$ cat config.mk
export PLATFORM = sky130hd
export DESIGN_NAME = mult_sequencer
export DESIGN_NICKNAME = d
export VERILOG_FILES = /design/src/rtl/mult_pkg.sv /design/src/rtl/mult_bit_counter.sv /design/src/rtl/mult_sequencer.sv
export SDC_FILE = /design/constraint.sdc
export NUM_CORES = 1
export LEC_CHECK = 0
export CAP_MARGIN = 10
export CELL_PAD_IN_SITES_DETAIL_PLACEMENT = 0
export CELL_PAD_IN_SITES_GLOBAL_PLACEMENT = 1
export CORE_AREA = 2 2 39 41
export CTS_CLUSTER_SIZE = 8
export DETAILED_ROUTE_END_ITERATION = 12
export DIE_AREA = 0 0 41 43
export GPL_TIMING_DRIVEN = 0
export PLACE_DENSITY_LB_ADDON = 0.1
export REMOVE_ABC_BUFFERS = 1
export SETUP_SLACK_MARGIN = 0.2
export SYNTH_ARGS = -nofsm -noshare
export SYNTH_HDL_FRONTEND = slang
export SYNTH_HIERARCHICAL = 1
export SYNTH_SLANG_ARGS = --single-unit
$ cat constraint.sdc
create_clock -name Clk -period 1.9 [get_ports Clk]
set_input_delay 0.38 -clock Clk [delete_from_list [all_inputs] [get_ports Clk]]
set_output_delay 0.38 -clock Clk [all_outputs]
set_load 0.01 [all_outputs]
$ cat src/rtl/mult_pkg.sv
// Shared types and constants for the shift-add multiplier sequencer.
package mult_pkg;

    localparam int unsigned DEFAULT_WIDTH = 4;

    typedef enum logic [1:0] {
        IDLE  = 2'd0,
        ADD   = 2'd1,
        SHIFT = 2'd2,
        DONE  = 2'd3
    } state_e;

endpackage

$ cat src/rtl/mult_bit_counter.sv
// Shifted-bit counter: clear/increment with a terminal flag one short of WIDTH.
module mult_bit_counter
    import mult_pkg::*;
#(
    parameter  int unsigned WIDTH = DEFAULT_WIDTH,
    localparam int unsigned CW    = $clog2(WIDTH + 1)
) (
    input  logic          Clk,
    input  logic          Reset,
    input  logic          clr,
    input  logic          inc,
    output logic [CW-1:0] cnt,
    output logic          last
);

    logic [CW-1:0] cnt_q;
    logic [CW-1:0] cnt_d;

    always_comb begin
        cnt_d = cnt_q;
        if (clr) begin
            cnt_d = '0;
        end else if (inc) begin
            cnt_d = cnt_q + CW'(1);
        end
    end

    always_ff @(posedge Clk or posedge Reset) begin
        if (Reset) begin
            cnt_q <= '0;
        end else begin
            cnt_q <= cnt_d;
        end
    end

    assign cnt  = cnt_q;
    assign last = (cnt_q == CW'(WIDTH - 1));

endmodule

$ cat src/rtl/mult_sequencer.sv
// Counted, handshaked controller for the shift-add multiplier datapath.
// Optional SKIP_ZERO_EN: a zero multiplier bit shifts straight from ADD.
module mult_sequencer
    import mult_pkg::*;
#(
    parameter  int unsigned WIDTH = DEFAULT_WIDTH,
    localparam int unsigned CW    = $clog2(WIDTH + 1)
) (
    input  logic          Clk,
    input  logic          Reset,
    input  logic          Start,
    input  logic          M,
    output logic          Load,
    output logic          Ad,
    output logic          Sh,
    output logic          Busy,
    output logic          Done,
    output logic [CW-1:0] Count
);

    state_e        state_q;
    state_e        state_d;
    logic          load_c;
    logic          ad_c;
    logic          sh_c;
    logic          clr_c;
    logic          inc_c;
    logic [CW-1:0] cnt;
    logic          last;

    mult_bit_counter #(.WIDTH(WIDTH)) u_cnt (
        .Clk   (Clk),
        .Reset (Reset),
        .clr   (clr_c),
        .inc   (inc_c),
        .cnt   (cnt),
        .last  (last)
    );

    always_comb begin
        state_d = state_q;
        load_c  = 1'b0;
        ad_c    = 1'b0;
        sh_c    = 1'b0;
        clr_c   = 1'b0;
        inc_c   = 1'b0;
        case (state_q)
            IDLE: begin
                load_c = Start;
                if (Start) begin
                    clr_c   = 1'b1;
                    state_d = ADD;
                end
            end
            ADD: begin
`ifdef SKIP_ZERO_EN
                if (M) begin
                    ad_c    = 1'b1;
                    state_d = SHIFT;
                end else begin
                    sh_c    = 1'b1;
                    inc_c   = 1'b1;
                    state_d = last ? DONE : ADD;
                end
`else
                ad_c    = M;
                state_d = SHIFT;
`endif
            end
            SHIFT: begin
                sh_c    = 1'b1;
                inc_c   = 1'b1;
                state_d = last ? DONE : ADD;
            end
            DONE: begin
                // Held Start parks here; only a released Start rearms IDLE.
                if (!Start) begin
                    state_d = IDLE;
                end
            end
            default: state_d = IDLE;
        endcase
    end

    always_ff @(posedge Clk or posedge Reset) begin
        if (Reset) begin
            state_q <= IDLE;
        end else begin
            state_q <= state_d;
        end
    end

    // Reset masks every output, including the Start-driven Load in IDLE.
    assign Load  = load_c & ~Reset;
    assign Ad    = ad_c & ~Reset;
    assign Sh    = sh_c & ~Reset;
    assign Busy  = ((state_q == ADD) || (state_q == SHIFT)) & ~Reset;
    assign Done  = (state_q == DONE) & ~Reset;
    assign Count = Reset ? '0 : cnt;

endmodule

==> results of run 1 <==
registers in the layout, indices dropped and copies added, names as in the netlist:
| register | cells |
|---|---|
| state_q | 2 |
| u_cnt/cnt | 3 |
path summary, 6_finish.rpt:
kind                                   start            to  cells past startpoint
worst min register to register  u_cnt/cnt[2]  u_cnt/cnt[2]                      2
max in group asynchronous              Reset  u_cnt/cnt[2]                      2
worst min-delay path                   Reset    state_q[0]                      2
min in group Clk                u_cnt/cnt[2]  u_cnt/cnt[2]                      2
worst max register to register    state_q[0]    state_q[1]                      5
worst max-delay path              state_q[0]          Done                      4
metrics by stage:
stage / cells / setup slack (ns) / power, mW / util
after global placement: 66 / -0.298 / 0.622 / 0.367
after global routing: 74 / 0.211 / 0.903 / 0.406
after CTS: 74 / 0.207 / 0.827 / 0.401
after detailed placement: 66 / -0.309 / 0.640 / 0.367
after floorplan: 39 / 0.482 / 0.479 / -
final: 74 / 0.280 / 0.817 / 0.406
layer usage:
| layer | wire [um] | vias up | GRT usage |
|---|---|---|---|
| met1 | 318 | 152 | 0.124 |
| li1 | - | 164 | - |
| met3 | 42 | 0 | 0.0628 |
| met5 | 0 | - | 0 |
| met4 | 0 | 0 | 0.0600 |
| met2 | 421 | 6 | 0.181 |
cell type report:
cell class	count	area, um2	area share
multi-input combinational	29	250	0.445
sequential	5	125	0.223
timing repair buffer	15	121	0.216
clock buffer	4	26.3	0.0468
tap	16	20.0	0.0356
inverter	5	18.8	0.0334
kinds of logic (layout without fill, tap and decap cells):
group,Yosys count,count (layout),share of synthesized area
AOI/OAI and AO/OA,5,5,0.0762
adders and majority gates,8,8,0.265
xor gates and xnor gates,1,1,0.0232
buffers and inverters,5,24,0.0497
and+or+nand+nor,13,13,0.192
muxes,2,2,0.0629
DFF,5,5,0.331
worst reg2reg max path: cells and delay by family (launching register included):
kind / cells / cell delay, ns
flops: 1 / 0.38
fa+ha+maj: 1 / 0.21
compound gates: 2 / 0.24
mux: 1 / 0.22
buf+inv: 1 / 0.15
placed cells by master (no fill, tap or decap):
cell             n
ha_1             7
nor2b_1          6
dfrtp_1          5
buf_4            4
inv_1            3
clkbuf_4         3
dlygate4sd2_1    3
buf_2            3
nor2_1           3
inv_2            2
and2_4           2
o21ai_0          2
mux2i_2          1
nand2_1          1
a21oi_1          1
a31oi_1          1
and3_1           1
ha_4             1
clkbuf_1         1
clkdlybuf4s50_1  1
clkdlybuf4s15_2  1
buf_6            1
clkbuf_2         1
dlymetal6s2s_1   1
mux2i_1          1
xnor2_1          1
a211oi_1         1
power groups by stage:
stage	clock, mW	combinational [mW]	sequential (mW)
5_1_grt	0.138	0.558	0.207
6_report	0.122	0.495	0.199
3_3_place_gp	0	0.410	0.212
3_5_place_dp	0	0.426	0.215
4_1_cts	0.128	0.499	0.200
2_1_floorplan	0	0.276	0.202
repair_timing:
item / in CTS / in global routing
buffers inserted: 4 / 0
resized for setup: 29 / 4
setup endpoints to repair: 8 / 3
pin swaps: 0 / 1
==> results.cfg, run 1 <==
[drt]
drt.antenna.violating_nets = 0
finalWirelength_um = 782
drc = 0
dr.pass1.iters = 2
wl_per_cell_um = 10.6
vias = 322
drt_iter0_drc = 2
avgViaCountPerCell = 4.35

[synthesis]
ys_ff_latch = 5
yosysTopAreaCell = dfrtp_1
synth_edf_count = 0
synth_flop_cell = dfrtp_1
async_flop_share = 1.00
synth_top_area_frac = 0.331
synthTopCellsByCount = ha_1, nor2b_1, dfrtp_1, inv_1, nor2_1
yosysWarnings = 6
synth_cell_types = 16
ys_seq_area_frac = 0.331
yosysMostFrequentCell = ha_1
synthCells = 39
yosys-top-cells-area = dfrtp_1, ha_1, nor2b_1, inv_1, mux2i_2
synth_area_um2 = 378
syn_area_per_cell_um2 = 9.69

[worst_setup_path]
crit_required_ns = 1.52
cp-end-kind = output pin
worst-path-buf-inv = 2
reg2reg_setup_slack_ns = 0.62
worstPathCellList = buf_4 > ha_1 > nor2b_1 > buf_2
critPathMaxStageDelay_ns = 0.38
worstPathArrival_ns = 1.24
cp_max_fo = 3
crit_family = flip-flops
start_kind = register
path_class = reg2out
worst_path_max_delay_cell = dfrtp_1

[power]
p_leak_nw = 0.308
share_comb_of_total_power = 0.607
p_int_mw = 0.495
p_seq_frac = 0.244
switching_share = 0.394
clock_power_share = 0.150
p_sw_mw = 0.322
peakVddDrop_mv = 0.523
p_per_area_nw_per_um2 = 1450

[clock_tree]
ctsLongestPathBuffers = 2
clock_latency_ns = 0.24
root_buffer = clkbuf_4
htreeDepth = 1
cts_tree = built
numCtsBuffers = 3
cts.sinks = 5
postCtsHoldBufs = 0
clk_pin_slew_worst_paths_ns = 0.05

[placement]
place_congestion = 0.684
place_hpwl_um = 601
io_buffers = 11
placed_cell_area_um2 = 508

[finish]
layout.nets = 71
antennaDiodeCount = 0
stdcell_area_um2 = 562
fillCellCount = 154
drive_gt1_frac = 0.328
syn_to_final_growth_pct = 48.7

[sta]
worst_hold_slack_ns = 0.189
worst_slew_pin_slew_ns = 0.230
hold_violations = 0
drv_slew = 0
grt_setup_unrepaired = false
post-route-period-util = 0.853
relSlewSlack = 0.844
max_freq_mhz = 617
setup_viol = 0
fin_crit_ns = 1.62
tns_ns = 0
skew_ns = 0.00412

[worst_hold_path]
hp-class = in2async

[die]
die_height_um = 43
die_w_um = 41
io_pins = 12
initial_core_util = 0.273
dieArea_um2 = 1760
rows = 14
design.core.area_um2 = 1380

[global_routing]
antenna_found_initial = 0
grt_pass1_wl_um = 1300
grt.total_usage = 0.118
grt_max_degree = 9
grt-ovfl-total = 0
grt_pass1_vias = 333

[outcome]
status = finished clean

[job]
maxCapViolCount = 0
Note: power is estimated with default switching activity, not from simulation.
==> run 2: changes to the inputs <==
- GPL_ROUTABILITY_DRIVEN: not set -> 0
==> results of run 2 <==
Same layout as run 1: the final DEF is identical, and so are final timing and power.
==> run 3: changes to the inputs <==
- SYNTH_HIERARCHICAL: 1 -> not set
==> results.cfg, run 3 <==
[global_routing]
grt_pass1_wl_um = 1300
grt_max_degree = 8
grt_pass1_vias = 301
antenna_found_initial = 0
grt.total_usage = 0.115
grt-ovfl-total = 0

[synthesis]
synth_area_um2 = 370
async_flop_share = 1.00
synth_cell_types = 15
yosysWarnings = 0
yosysMostFrequentCell = ha_1
synthTopCellsByCount = ha_1, dfrtp_1, nor2b_1, inv_1, a21oi_1
synth_flop_cell = dfrtp_1
ys_ff_latch = 5
synth_top_area_frac = 0.338
synth_edf_count = 0
ys_seq_area_frac = 0.338
yosysTopAreaCell = dfrtp_1
yosys-top-cells-area = dfrtp_1, ha_1, nor2b_1, mux2i_1, a21oi_1
synthCells = 38
syn_area_per_cell_um2 = 9.75

[die]
rows = 14
dieArea_um2 = 1760
die_height_um = 43
io_pins = 12
initial_core_util = 0.268
design.core.area_um2 = 1380
die_w_um = 41

[sta]
max_freq_mhz = 613
fin_crit_ns = 1.63
tns_ns = 0
post-route-period-util = 0.858
worst_slew_pin_slew_ns = 0.295
skew_ns = 0.00422
relSlewSlack = 0.798
grt_setup_unrepaired = false
layout_setup_ws_ns = 0.270
setup_viol = 0
hold_violations = 0
drv_slew = 0

[worst_setup_path]
r2r_start = state_q[1]
worstPathCellList = buf_4 > ha_1 > nor2b_1 > buf_2
cp-end-kind = output pin
worst-path-buf-inv = 2
timing.rr.end = state_q[1]
startpoint = state_q[1]
endpoint = Done
cp_max_fo = 4
path_class = reg2out
critPathMaxStageDelay_ns = 0.43
cp.depth = 4
crit_family = flip-flops
worstPathArrival_ns = 1.25
worst_path_max_delay_cell = dfrtp_2
start_kind = register
worstRegToRegCells = 5
reg2reg_setup_slack_ns = 0.55
crit_required_ns = 1.52

[drt]
avgViaCountPerCell = 4.31
drt_iter0_drc = 4
finalWirelength_um = 836
drc = 0
dr.pass1.iters = 3
wl_per_cell_um = 10.7
vias = 336
drt.antenna.violating_nets = 0

[finish]
final_common_cell = buf_4
layout.cells.non_filler = 78
layout.nets = 75
drive_gt1_frac = 0.403
antennaDiodeCount = 0
largest_register_ffs = 3
layout_common_cells = buf_4, ha_1, nor2b_1, dlygate4sd2_1, dfrtp_1
syn_to_final_growth_pct = 59.8
stdcell_area_um2 = 592

[clock_tree]
ctsLongestPathBuffers = 2
clock_latency_ns = 0.24
numCtsBuffers = 3
htreeDepth = 1
root_buffer = clkbuf_4
cts_tree = built
cts.sinks = 5
clk_pin_slew_worst_paths_ns = 0.04

[job]
maxCapViolCount = 0

[power]
p_per_area_nw_per_um2 = 1520
p_leak_nw = 0.312
total_power_mw = 0.897
peakVddDrop_mv = 0.631

[placement]
placed_cell_area_um2 = 495
place_hpwl_um = 578
dp.cells = 64
pre_cts_slack_ns = -0.418
io_buffers = 11

[worst_hold_path]
hp-class = in2async

[outcome]
status = finished clean
[run 3: cell families after synthesis]
family,synth area share
adders and majority gates,0.270
AOI/OAI and AO/OA,0.108
DFF,0.338
muxes,0.0541
buffers and inverters,0.0540
xor gates and xnor gates,0.0237
and+or+nand+nor,0.152
[run 3: tightest hold or removal path, stage by stage]
cell and delay, ns:
dlygate4sd2_1 0.31, inv_2 0.10, buf_4 0.14
[run 3: layout make-up]
| class | count | area [um2] |
|---|---|---|
| clock buffers | 4 | 26.3 |
| fillers | 144 | 792 |
| inverters | 4 | 15.0 |
| multi-input cells | 28 | 250 |
| flip-flops and latches | 5 | 126 |
| well taps | 16 | 20.0 |
| repair buffers | 21 | 154 |
[run 3: repair_timing]
item                                    4_1_cts  5_1_grt
endpoints found under the setup margin        8        4
pin swaps                                     0        1
buffers inserted                              8        2
hold buffers                                  0        0
resized for setup                            26        4
[run 3: per-stage QoR]
stage,hold slack (ns),utilization
floorplan,0.169,-
global placement,0.545,0.358
detailed placement,0.544,0.358
CTS,0.366,0.427
global route,0.392,0.428
finish,0.366,0.428
[run 3: layer usage]
layer | vias up | wire [um] | global-route usage
met2 | 10 | 424 | 0.169
met3 | 0 | 57 | 0.0785
met1 | 152 | 355 | 0.138
met4 | 0 | 0 | 0.0200
li1 | 174 | - | -
met5 | - | 0 | 0
[run 3: how the worst min path moves through the flow]
stage	startpoint	end	slack [ns]	cells past startpoint
floorplan	Reset	state_q[0]	0.17	1
global placement	u_cnt.cnt[2]	u_cnt.cnt[2]	0.55	2
detailed placement	u_cnt.cnt[2]	u_cnt.cnt[2]	0.54	2
CTS	Reset	u_cnt.cnt[2]	0.37	3
global route	Reset	u_cnt.cnt[1]	0.39	3
finish	Reset	u_cnt.cnt[1]	0.37	3
[run 3: where the power goes]
group	total, mW	internal [mW]	leakage (nW)	switching (mW)
Sequential	0.205	0.164	0.0605	0.0416
Combinational	0.568	0.312	0.236	0.256
Clock	0.123	0.0794	0.0150	0.0436
